$ cat src/rtl/cdm_pkg.sv
// Shared widths, types and small datapath helpers for the CDM8 approximate multiplier.
package cdm_pkg;

  localparam int OP_W  = 8;
  localparam int RES_W = 16;
  localparam int CDM_K = 5;

  typedef logic [OP_W-1:0]  op_t;
  typedef logic [RES_W-1:0] res_t;

  // Carry-save pair produced by one 3:2 compression layer.
  typedef struct packed {
    res_t sum;
    res_t carry;
  } csa_t;

  // Row of full adders: three addends in, sum/carry pair out.
  // The carry bit shifted out of the top is dropped. The high field never exceeds 16 bits,
  // so the modulo-2^16 result is still exact.
  function automatic csa_t csa3(res_t x, res_t y, res_t z);
    csa_t r;
    r.sum   = x ^ y ^ z;
    r.carry = ((x & y) | (x & z) | (y & z)) << 1;
    return r;
  endfunction

  // Partial-product row for multiplier bit j, placed at its column weight.
  // Only the exact columns (i+j >= CDM_K) are kept.
  function automatic res_t pp_row_hi(op_t a, logic b_bit, int j);
    res_t r;
    r = '0;
    for (int i = 0; i < OP_W; i++) begin
      if (i + j >= CDM_K) begin
        r = r | (res_t'(a[i] & b_bit) << (i + j));
      end
    end
    return r;
  endfunction

endpackage

$ cat src/rtl/cdm8_51_comb.sv
// Combinational core of the CDM8 variant 51 multiplier. The low columns are OR-reduced with no carries.
// The high columns are summed exactly by a Wallace carry-save tree and a final ripple adder.
module cdm8_51_comb
  import cdm_pkg::*;
(
  input  op_t  a_i,
  input  op_t  b_i,
  output res_t r_o
);

  res_t             rows [OP_W];
  logic [CDM_K-1:0] lo;
  res_t             hi;
  csa_t             l1a, l1b, l2a, l2b, l3, l4;

  // Build the masked partial-product rows for the exact field.
  always_comb begin
    for (int j = 0; j < OP_W; j++) begin
      rows[j] = pp_row_hi(a_i, b_i[j], j);
    end
  end

  // Carry-disregard low field: each column is the OR of its partial products.
  always_comb begin
    lo = '0;
    for (int i = 0; i < OP_W; i++) begin
      for (int j = 0; j < OP_W; j++) begin
        if (i + j < CDM_K) begin
          lo = lo | ({{(CDM_K-1){1'b0}}, a_i[i] & b_i[j]} << (i + j));
        end
      end
    end
  end

  // Wallace reduction of eight rows: 8 -> 6 -> 4 -> 3 -> 2.
  assign l1a = csa3(rows[0], rows[1], rows[2]);
  assign l1b = csa3(rows[3], rows[4], rows[5]);
  assign l2a = csa3(l1a.sum, l1a.carry, l1b.sum);
  assign l2b = csa3(l1b.carry, rows[6], rows[7]);
  assign l3  = csa3(l2a.sum, l2a.carry, l2b.sum);
  assign l4  = csa3(l3.sum, l3.carry, l2b.carry);

  // Final ripple-carry adder merging the last sum/carry pair.
  always_comb begin
    logic cy;
    cy = 1'b0;
    hi = '0;
    for (int k = 0; k < RES_W; k++) begin
      hi[k] = l4.sum[k] ^ l4.carry[k] ^ cy;
      cy    = (l4.sum[k] & l4.carry[k]) | (l4.sum[k] & cy) | (l4.carry[k] & cy);
    end
  end

  // The high field is a multiple of 2^CDM_K, so OR-ing in the low field cannot collide.
  assign r_o = hi | {{(RES_W-CDM_K){1'b0}}, lo};

endmodule

$ cat src/rtl/cdm8_51_mul.sv
// CDM8 variant 51 approximate 8x8 multiplier with a registered 16-bit product.
// The operands are sampled every edge. R shows the result of that sample after one edge.
module cdm8_51_mul
  import cdm_pkg::*;
(
  input  logic             clk,
  input  logic             rst,
  input  logic [OP_W-1:0]  A,
  input  logic [OP_W-1:0]  B,
  output logic [RES_W-1:0] R
);

  res_t r_d;
  res_t r_q;

  cdm8_51_comb u_comb (
    .a_i (A),
    .b_i (B),
    .r_o (r_d)
  );

  // Product register. Reset clears it at once and drops any in-flight sample.
  always_ff @(posedge clk or posedge rst) begin
    if (rst) begin
      r_q <= '0;
    end else begin
      r_q <= r_d;
    end
  end

  assign R = r_q;

endmodule

$ cat config.mk
export PLATFORM = sky130hd
export DESIGN_NAME = cdm8_51_mul
export DESIGN_NICKNAME = d
export VERILOG_FILES = /design/src/rtl/cdm_pkg.sv /design/src/rtl/cdm8_51_comb.sv /design/src/rtl/cdm8_51_mul.sv
export SDC_FILE = /design/constraint.sdc
export NUM_CORES = 1
export LEC_CHECK = 0
export CAP_MARGIN = 20
export CORE_ASPECT_RATIO = 0.75
export CORE_UTILIZATION = 45
export DETAILED_ROUTE_END_ITERATION = 16
export MAX_ROUTING_LAYER = met4
export PLACE_DENSITY = 0.72
export SLEW_MARGIN = 20
export SYNTH_ARGS = -nofsm -noshare
export SYNTH_HDL_FRONTEND = slang
export SYNTH_SLANG_ARGS = --single-unit
$ cat constraint.sdc
create_clock -name clk -period 0.8 [get_ports clk]
set_input_delay 0.08 -clock clk [delete_from_list [all_inputs] [get_ports clk]]
set_output_delay 0.08 -clock clk [all_outputs]
set_load 0.02 [all_outputs]
# Word level (Yosys, flattened, before mapping)
# Cells that the tools add are included.
# word_totals
regBits	16
inputBits	18
out_inout_bits	16
# classes
bitwise	257
# op_table
operator	count
OR 16 bit	33
bitwise AND 15 bit	18
XOR 16 bit	12
OR 15 bit	12
bitwise AND 1 bit	104
XOR 1 bit	29
OR 1 bit	26
OR 5 bit	5
OR 5 x 4 -> 5 bit	4
OR 16 x 10 -> 16 bit	1
OR 16 x 11 -> 16 bit	1
OR 16 x 12 -> 16 bit	1
OR 16 x 13 -> 16 bit	1
OR 16 x 14 -> 16 bit	1
OR 16 x 15 -> 16 bit	1
OR 16 x 5 -> 16 bit	1
OR 16 x 8 -> 16 bit	1
OR 16 x 9 -> 16 bit	1
OR 5 x 3 -> 5 bit	3
OR 5 x 2 -> 5 bit	1
OR 1 x 2 -> 2 bit	1

# Depth between registers and ports, before layout
# Gate-level depths: netlist (run 1).
# depth
depth_word	61
mapped_depth	18
mapped_depth_nobuf	18

# Hierarchy
# From an unflattened synthesis (run 1), not the netlist that was laid out.
# unflattened
cells_unflattened	147
area_unflattened_um2	1662.8
# modules_own_cells
module	n_inst	cells_each	area_per_inst_um2
cdm8_51_comb	1	130	1258.7
cdm8_51_mul	1	17	404.1

# Least setup slack after synthesis (run 1)
# Ideal clock, no wire load.
# synth_path
path_kind	in2reg
startpoint	in A[5]
endpoint	reg r_q[15], in the netlist R[15]
setup_ns	0.122
arrival_time_ns	4.655
t_required_ns	0.678
setup_slack_ns	-3.977
cell_stages	16
path_buffers	0
path_cell_list	nand2_1 -> fa_1 -> fa_1 -> fa_1 -> fa_1 -> inv_1 -> ha_1 -> fa_1 -> inv_1 -> fa_1 -> inv_1 -> fa_1 -> fa_1 -> fa_1 -> fa_1 -> xor2_1
# synth_via
elab_chain_len	43
# synth_rtl
item	line_no	rtl
start, declared	cdm8_51_mul.sv:8	input logic [OP_W-1:0] A,
bitwise AND 1 bit	cdm_pkg.sv:34	r = r | (res_t'(a[i] & b_bit) << (i + j));
OR 16 bit	cdm_pkg.sv:34	
OR 16 x 8 -> 16 bit	cdm_pkg.sv:34	
XOR 16 bit (8 in series)	cdm_pkg.sv:22	r.sum = x ^ y ^ z;
bitwise AND 1 bit	cdm8_51_comb.sv:50	cy = (l4.sum[k] & l4.carry[k]) | (l4.sum[k] & cy) | (l4.carry[k] & cy);
OR 1 bit (2 in series)	cdm8_51_comb.sv:50	
bitwise AND 1 bit	cdm8_51_comb.sv:50	
OR 1 bit (2 in series)	cdm8_51_comb.sv:50	
[18 not listed]	n/a	
bitwise AND 1 bit	cdm8_51_comb.sv:50	
OR 1 bit (2 in series)	cdm8_51_comb.sv:50	
bitwise AND 1 bit	cdm8_51_comb.sv:50	
OR 1 bit	cdm8_51_comb.sv:50	
OR 1 bit (*)	cdm8_51_comb.sv:50	
XOR 1 bit (*)	cdm8_51_comb.sv:49	hi[k] = l4.sum[k] ^ l4.carry[k] ^ cy;
OR 16 x 5 -> 16 bit (*)	cdm8_51_comb.sv:55	assign r_o = hi | {{(RES_W-CDM_K){1'b0}}, lo};
via r_d[15]	cdm8_51_mul.sv:13	res_t r_d;
end signal, assigned	cdm8_51_mul.sv:27	r_q <= r_d;
end, declared	cdm8_51_mul.sv:14	res_t r_q;
# Mark *: on every way through the listed nets, which the timed path passes. The rest lies on a longest branch.

# Worst setup path in the final report (run 1)
# layout_path
startpoint	in B[4]
endpoint	reg r_q[15], in the netlist R[15]
# layout_via
elab_chain_len	46
# layout_rtl
item	line_no	rtl
start, declared	cdm8_51_mul.sv:9	input logic [OP_W-1:0] B,
bitwise AND 1 bit	cdm_pkg.sv:34	
OR 16 bit (5 in series)	cdm_pkg.sv:34	
OR 16 x 12 -> 16 bit (*)	cdm_pkg.sv:34	
XOR 16 bit (7 in series)	cdm_pkg.sv:22	
bitwise AND 1 bit	cdm8_51_comb.sv:50	
OR 1 bit (2 in series)	cdm8_51_comb.sv:50	
bitwise AND 1 bit	cdm8_51_comb.sv:50	
OR 1 bit (2 in series)	cdm8_51_comb.sv:50	
[18 not listed]	n/a	
bitwise AND 1 bit	cdm8_51_comb.sv:50	
OR 1 bit (2 in series)	cdm8_51_comb.sv:50	
bitwise AND 1 bit	cdm8_51_comb.sv:50	
OR 1 bit	cdm8_51_comb.sv:50	
OR 1 bit (*)	cdm8_51_comb.sv:50	
XOR 1 bit (*)	cdm8_51_comb.sv:49	
OR 16 x 5 -> 16 bit (*)	cdm8_51_comb.sv:55	
via r_d[15]	cdm8_51_mul.sv:13	
# Marked as above.

==> metrics.md, run 1 <==
| Metric | Value |
|---|---|
| Status | finished with violations |
| Failing checks | setup timing |
| Buffers on Ports | 33 |
| Fin area | ~2600 um2 |
| Period utilisation layout | 575% |
| Share of the synthesized area in the top cell type | 44.8% |
| Critical path peak fanout | 6 |
| Clock buffer count from CTS | 3 |
| Post-synth EDFFs | 0 |
| Largest net degree at the start of global routing | 17 |
| Final setup violation count | 27 |
| Internal power | about 3.2 mW |
| First-pass GRT wire length | between 6 and 7 mm |
| Routed WL | 4.33 mm |
| Top cells by area, synth | fa_1 (45%), dfrtp_1 (24%), and2_1 (7.6%) |
| Avg WL per Cell | 16.7 um |
| Antenna Violating Nets Remaining | 0 |
| Ratio of cells with drive above 1 in the final layout | 51.9% |
| Min Clock Period, post-route | 4.60 ns |
| DIE AREA | 3920 um2 |
| Critical Path Source | B[4] |
| Sw Ratio | 39.5% |
| Crit path DAT | 4.74 ns |
| Synthesis-to-finish area growth | 56.9% |
| Placer Congestion | 0.927 |
| Ys async rst share | 100% |
| Nets@finish | 275 |
| Max Slew Vio Count | 0 |
| Synthesis-stage register bit count | 16 |
| Slew @ Worst Pin | approximately 0.28 ns |
| Combinational Power Share | 62.8% |
| Post-Syn Area | 1650 um2 |
| Vias | ~1.3k |
| Root Buffer | clkbuf_8 |
| Synth warn | 0 |
| Synth unique cells | 11 |
| Dpl cell area | 2340 um2 |
| Hold Path Class | in2reg |
| Initial antenna violation count | 0 |
| Max Fclk | between 200 and 250 MHz |
| Clock-pin slew on the worst setup and hold paths | 0.06 ns |
| Crit end category | flip-flop |
| # DRC | 0 |
| Setup WS post-layout | -3.80 ns |
| Psw | around 2.1 mW |
| Max Buffers Root-to-Sink | 2 |
| # hold bufs at CTS | 0 |
| H-tree levels | 1 |
| Clock power share | 13.9% |
| Largest area contributor in the netlist | fa_1 |
| RSZ-0062 raised after global routing | true |
| I/O Pins | 34 |
| Avg Cell Area, Syn | between 10 and 15 um2 |
| Flop pwr share | 23.3% |
| Max VDD drop | roughly 1.2 mV |
| Power Dens Cells | 2050 nW/um2 |
| Die Y | 54.5 um |
| First DRT Iteration DRCs | 66 |
| Final hold violation count | 0 |
| Syn_nets | roughly 210 |
| Vias in the first global route | 1465 |
| Primary FF master, synth | dfrtp_1 |
| Most common cell in the netlist | fa_1 |
| Via density | roughly 5 |
| DRT Pass-1 Iters | 4 |
| Grt total ovfl | 0 |
| Detailed Place HPWL | 3.44 mm |
| Startpoint types | input pin |
| Pre-CTS WS | -4.67 ns |
| CP required | 0.94 ns |
| Starting density of the core | 48.6% |
| Cells after Synth | about 140 |
| Slew HR | 81.1% |
| Leakage Power | approximately 1.2 nW |
| GRT Util Overall | 26.4% |
| Die X-Extent | roughly 70 um |
| Maxcap violations | 0 |
| Max reg flops | 16 |
| CTS tree | done |
| Core area | 3400 um2 |
| Tot Pwr | 5.31 mW |
| Seq/Total Area, Yosys | roughly 24% |
| CP Class | in2reg |
| Post-synth top cells | fa_1 (37), nand2_1 (30), inv_1 (23), and2_1 (20), dfrtp_1 (16) |
| Diodes inserted | 0 |
| Number of core rows | 18 |
| Sink Count | 16 |
| Worst hold path startpoint | B[1] |
==> cells in the final DEF (no fill, tap or decap) <==
cell	synthesis	layout
a222oi_1	2	2
a22o_2	1	1
a22oi_1	3	3
and2_1	20	12
and2_2	2	2
and2_4	0	8
buf_12	0	6
buf_2	0	3
buf_4	0	15
buf_6	0	32
buf_8	0	1
clkbuf_4	0	1
clkbuf_8	0	4
clkdlybuf4s15_1	0	1
clkdlybuf4s50_1	0	2
dfrtp_1	16	16
dlymetal6s2s_1	0	1
fa_1	37	22
fa_2	0	15
ha_1	9	7
ha_4	0	2
inv_1	23	14
inv_2	0	9
nand2_1	30	20
nand2_2	0	5
nand2_4	0	3
nand2_8	0	2
xor2_1	1	1
==> area by class of cell <==
type	count	area (um2)
inverter	23	86.3
sequential	16	400
timing repair buffer	62	673
multi-input combinational	105	1320
fill	215	806
tap	50	62.6
clock buffer	4	55.1
==> kinds of logic (layout without fill, tap and decap cells) <==
logic type,count (synthesis),count (layout),synth area share [%]
and+or+nand+nor,52,52,15.3
adders and majority gates,46,46,51.6
buffers and inverters,23,89,5.22
DFF,16,16,24.2
AOI/OAI and AO/OA,6,6,3.18
xor gates and xnor gates,1,1,0.530
==> power by group through the flow <==
stage | clock network (mW) | logic [mW] | registers (mW)
after global placement | 0 | 2.96 | 1.19
after global routing | 0.778 | 3.69 | 1.27
after CTS | 0.744 | 3.30 | 1.24
final | 0.739 | 3.34 | 1.24
after floorplan | 0 | 1.46 | 1.56
after detailed placement | 0 | 3.15 | 1.20
==> repair_timing <==
action / 4_1_cts / 5_1_grt
setup buffers: 6 / 4
setup endpoints to repair: 31 / 29
gates resized for setup: 182 / 37
pin swaps: 29 / 14
==> worst paths after layout <==
| path | slack, ns | to | depth (start not counted) |
|---|---|---|---|
| max | -3.80 | R[15]$_DFF_PP0_ | 17 |
| min | 0.10 | R[4]$_DFF_PP0_ | 3 |
| max in group asynchronous | 0.54 | R[1]$_DFF_PP0_ | 3 |
| min in group asynchronous | 0.14 | R[11]$_DFF_PP0_ | 3 |
==> worst max-delay path, cell delays in order <==
cell	delay, ns
buf_12	0.09
nand2_4	0.05
fa_1	0.49
fa_1	0.58
fa_1	0.46
fa_1	0.56
inv_2	0.06
ha_4	0.16
fa_2	0.38
inv_2	0.06
fa_2	0.20
inv_2	0.04
fa_2	0.33
fa_2	0.34
fa_2	0.35
fa_2	0.34
xor2_1	0.16
==> metal layers <==
| layer | global-route usage [%] | vias up | wire length [um] |
|---|---|---|---|
| met5 | - | - | 0 |
| met4 | 14.7 | 0 | 117 |
| met3 | 1.10 | 9 | 235 |
| met2 | 45.9 | 57 | 2150 |
| met1 | 32.3 | 666 | 1830 |
| li1 | - | 567 | - |
==> metrics by stage <==
step	utilization, %	std cells	TNS [ns]	hold slack, ns
final	76.3	260	-26.33	0.101
after global routing	76.3	260	-27.28	0.0973
after CTS	73.3	260	-27.08	0.147
after detailed placement	68.7	250	-39.72	0.420
after global placement	68.7	250	-38.79	0.408
after floorplan	-	144	-25.22	-0.00626
Power figures use the tool's default switching activity.
==> run 2, diff against run 1 <==
--- a/config.mk
+++ b/config.mk
@@ -9,6 +9,7 @@
 export CORE_ASPECT_RATIO = 0.75
 export CORE_UTILIZATION = 45
 export DETAILED_ROUTE_END_ITERATION = 16
+export GPL_TIMING_DRIVEN = 0
 export MAX_ROUTING_LAYER = met4
 export PLACE_DENSITY = 0.72
 export SLEW_MARGIN = 20
==> metrics.md, run 2 (synthesis results as in run 1) <==
| Metric | Value |
|---|---|
| Status | finished with violations |
| Failing checks | setup timing |
| # DRC | 0 |
| Dpl cell area | 2140 um2 |
| Sink Count | 16 |
| Via density | 4.89 |
| Hold Path Class | in2reg |
| Period utilisation layout | 552% |
| Root Buffer | clkbuf_8 |
| Starting density of the core | 48.6% |
| Most common cell after layout, fill and taps aside | nand2_1 |
| Layout fillers | 231 |
| GRT Util Overall | approximately 23% |
| # hold bufs at CTS | 0 |
| Hold Path Cell Cnt | 3 |
| Tot Pwr | 5.01 mW |
| Power Dens Cells | 2110 nW/um2 |
| Synthesis-to-finish area growth | 43.7% |
| DRT Pass-1 Iters | 5 |
| I/O Pins | 34 |
| CP required | 0.94 ns |
| Vias in the first global route | 1332 |
| Largest net degree at the start of global routing | 17 |
| Avg WL per Cell | 15.2 um |
| Most frequent cells in the layout | nand2_1 (23), fa_1 (22), buf_6 (21) |
| Clock-pin slew on the worst setup and hold paths | approximately 0.070 ns |
| Clock buffer count from CTS | 3 |
| Placer Congestion | 0.832 |
| Initial antenna violation count | 0 |
| Setup WS post-layout | -3.61 ns |
| H-tree levels | 1 |
| Vias | 1145 |
| Die X-Extent | around 70 um |
| Max Fclk | roughly 230 MHz |
| Max Slew Vio Count | 0 |
| Crit end category | flip-flop |
| Core Util, Final | 69.9% |
| Ratio of cells with drive above 1 in the final layout | 43.5% |
| Fin area | 2380 um2 |
| Slew HR | 58.1% |
| Slew @ Worst Pin | 0.627 ns |
| CP Class | in2reg |
| Leakage Power | 1.09 nW |
| Critical path peak fanout | 6 |
| Grt total ovfl | 0 |
| Detailed Place HPWL | 2.79 mm |
| Max Buffers Root-to-Sink | 2 |
| Min Clock Period, post-route | 4.41 ns |
| Max reg flops | 16 |
| Pre-CTS WS | -4.90 ns |
| Max VDD drop | 1.37 mV |
| Critical-path cell list | buf_12 > nand2_4 > fa_1 > fa_1 > fa_1 > fa_1 > inv_2 > ha_4 > fa_2 > inv_2 > fa_2 > inv_2 > fa_2 > fa_2 > fa_2 > fa_2 > xor2_1 |
| Final setup violation count | 27 |
| First DRT Iteration DRCs | 73 |
| Die Y | 54.5 um |
| Crit path DAT | 4.56 ns |
| Antenna Violating Nets Remaining | 0 |
| Diodes inserted | 0 |
| First-pass GRT wire length | 6.29 mm |
| Core area | 3400 um2 |
| Startpoint types | input pin |
| Critical path's most frequent cell | fa_2 |
| Buffers on Ports | 33 |
| DIE AREA | just under 4000 um2 |
| Routed WL | 3.57 mm |
| Final hold violation count | 0 |
| Nets@finish | 249 |
| CP max-delay cell | fa_1 |
| Largest stage delay, worst path | 0.55 ns |
| Maxcap violations | 0 |
| Hold slack | 0.0759 ns |
| Number of core rows | 18 |
| RSZ-0062 raised after global routing | true |
| CTS tree | done |
[run 2: changes by cell type in the layout (fill, tap and decap cells not counted), sizes merged]
cell | previous run | this run
buf | 57 | 32
dlymetal6s2s | 1 | 0
dlygate4sd2 | 0 | 1
clkdlybuf4s50 | 2 | 1
[run 2: worst paths after layout]
| path | slack (ns) | end | startpoint |
|---|---|---|---|
| min in group asynchronous | 0.20 | R[4]$_DFF_PP0_ | rst |
| setup / recovery | -3.61 | R[15]$_DFF_PP0_ | A[4] |
| max in group asynchronous | 0.20 | R[15]$_DFF_PP0_ | rst |
| hold / removal | 0.08 | R[4]$_DFF_PP0_ | B[1] |
[run 2: report_power, final]
| part | switching (mW) | internal, mW |
|---|---|---|
| clock network | 0.306 | 0.437 |
| logic | 1.52 | 1.52 |
| registers | 0.114 | 1.11 |
| total | 1.94 | 3.07 |
[run 2: area by class of cell]
class,count,area [um2],share of cell area (%)
well taps,50,62.6,2.63
repair buffers,36,463,19.5
multi-input cells,105,1310,55.1
flip-flops and latches,16,400,16.8
inverters,23,86.3,3.63
clock buffers,4,55.1,2.32
[run 2: worst max-delay path: cells and delay by family]
| kind | cells | cell delay, ns |
|---|---|---|
| fa+ha+maj | 11 | 4.02 |
| xor+xnor | 1 | 0.14 |
| simple gates | 1 | 0.05 |
| buf+inv | 4 | 0.25 |
[run 2: metal layers]
metal	track usage, %	up-vias	share of wire (%)
met5	-	-	0
met4	9.80	0	1.2
met3	1.29	6	4.1
met2	40.7	46	51
met1	29.0	575	43
li1	-	518	-
[run 2: metrics by stage]
step / TNS, ns / cells
after floorplan: -25.22 / 144
after global placement: -42.38 / 227
after detailed placement: -44.08 / 227
after CTS: -25.39 / 232
after global routing: -25.69 / 234
final: -24.61 / 234
[run 2: repair_timing]
action                                  CTS  global route
hold endpoints to repair                  0             0
buffers inserted                          1             2
pin swaps                                21            12
gates resized for setup                 205            19
endpoints found under the setup margin   31            27
gates cloned                              0             0
==> run 3, diff against run 2 <==
--- a/config.mk
+++ b/config.mk
@@ -8,6 +8,7 @@
 export CAP_MARGIN = 20
 export CORE_ASPECT_RATIO = 0.75
 export CORE_UTILIZATION = 45
+export CTS_BUF_LIST = sky130_fd_sc_hd__clkbuf_8
 export DETAILED_ROUTE_END_ITERATION = 16
 export GPL_TIMING_DRIVEN = 0
 export MAX_ROUTING_LAYER = met4
==> results of run 3 <==
The final DEF is identical to that of run 2; final timing and power are the same.
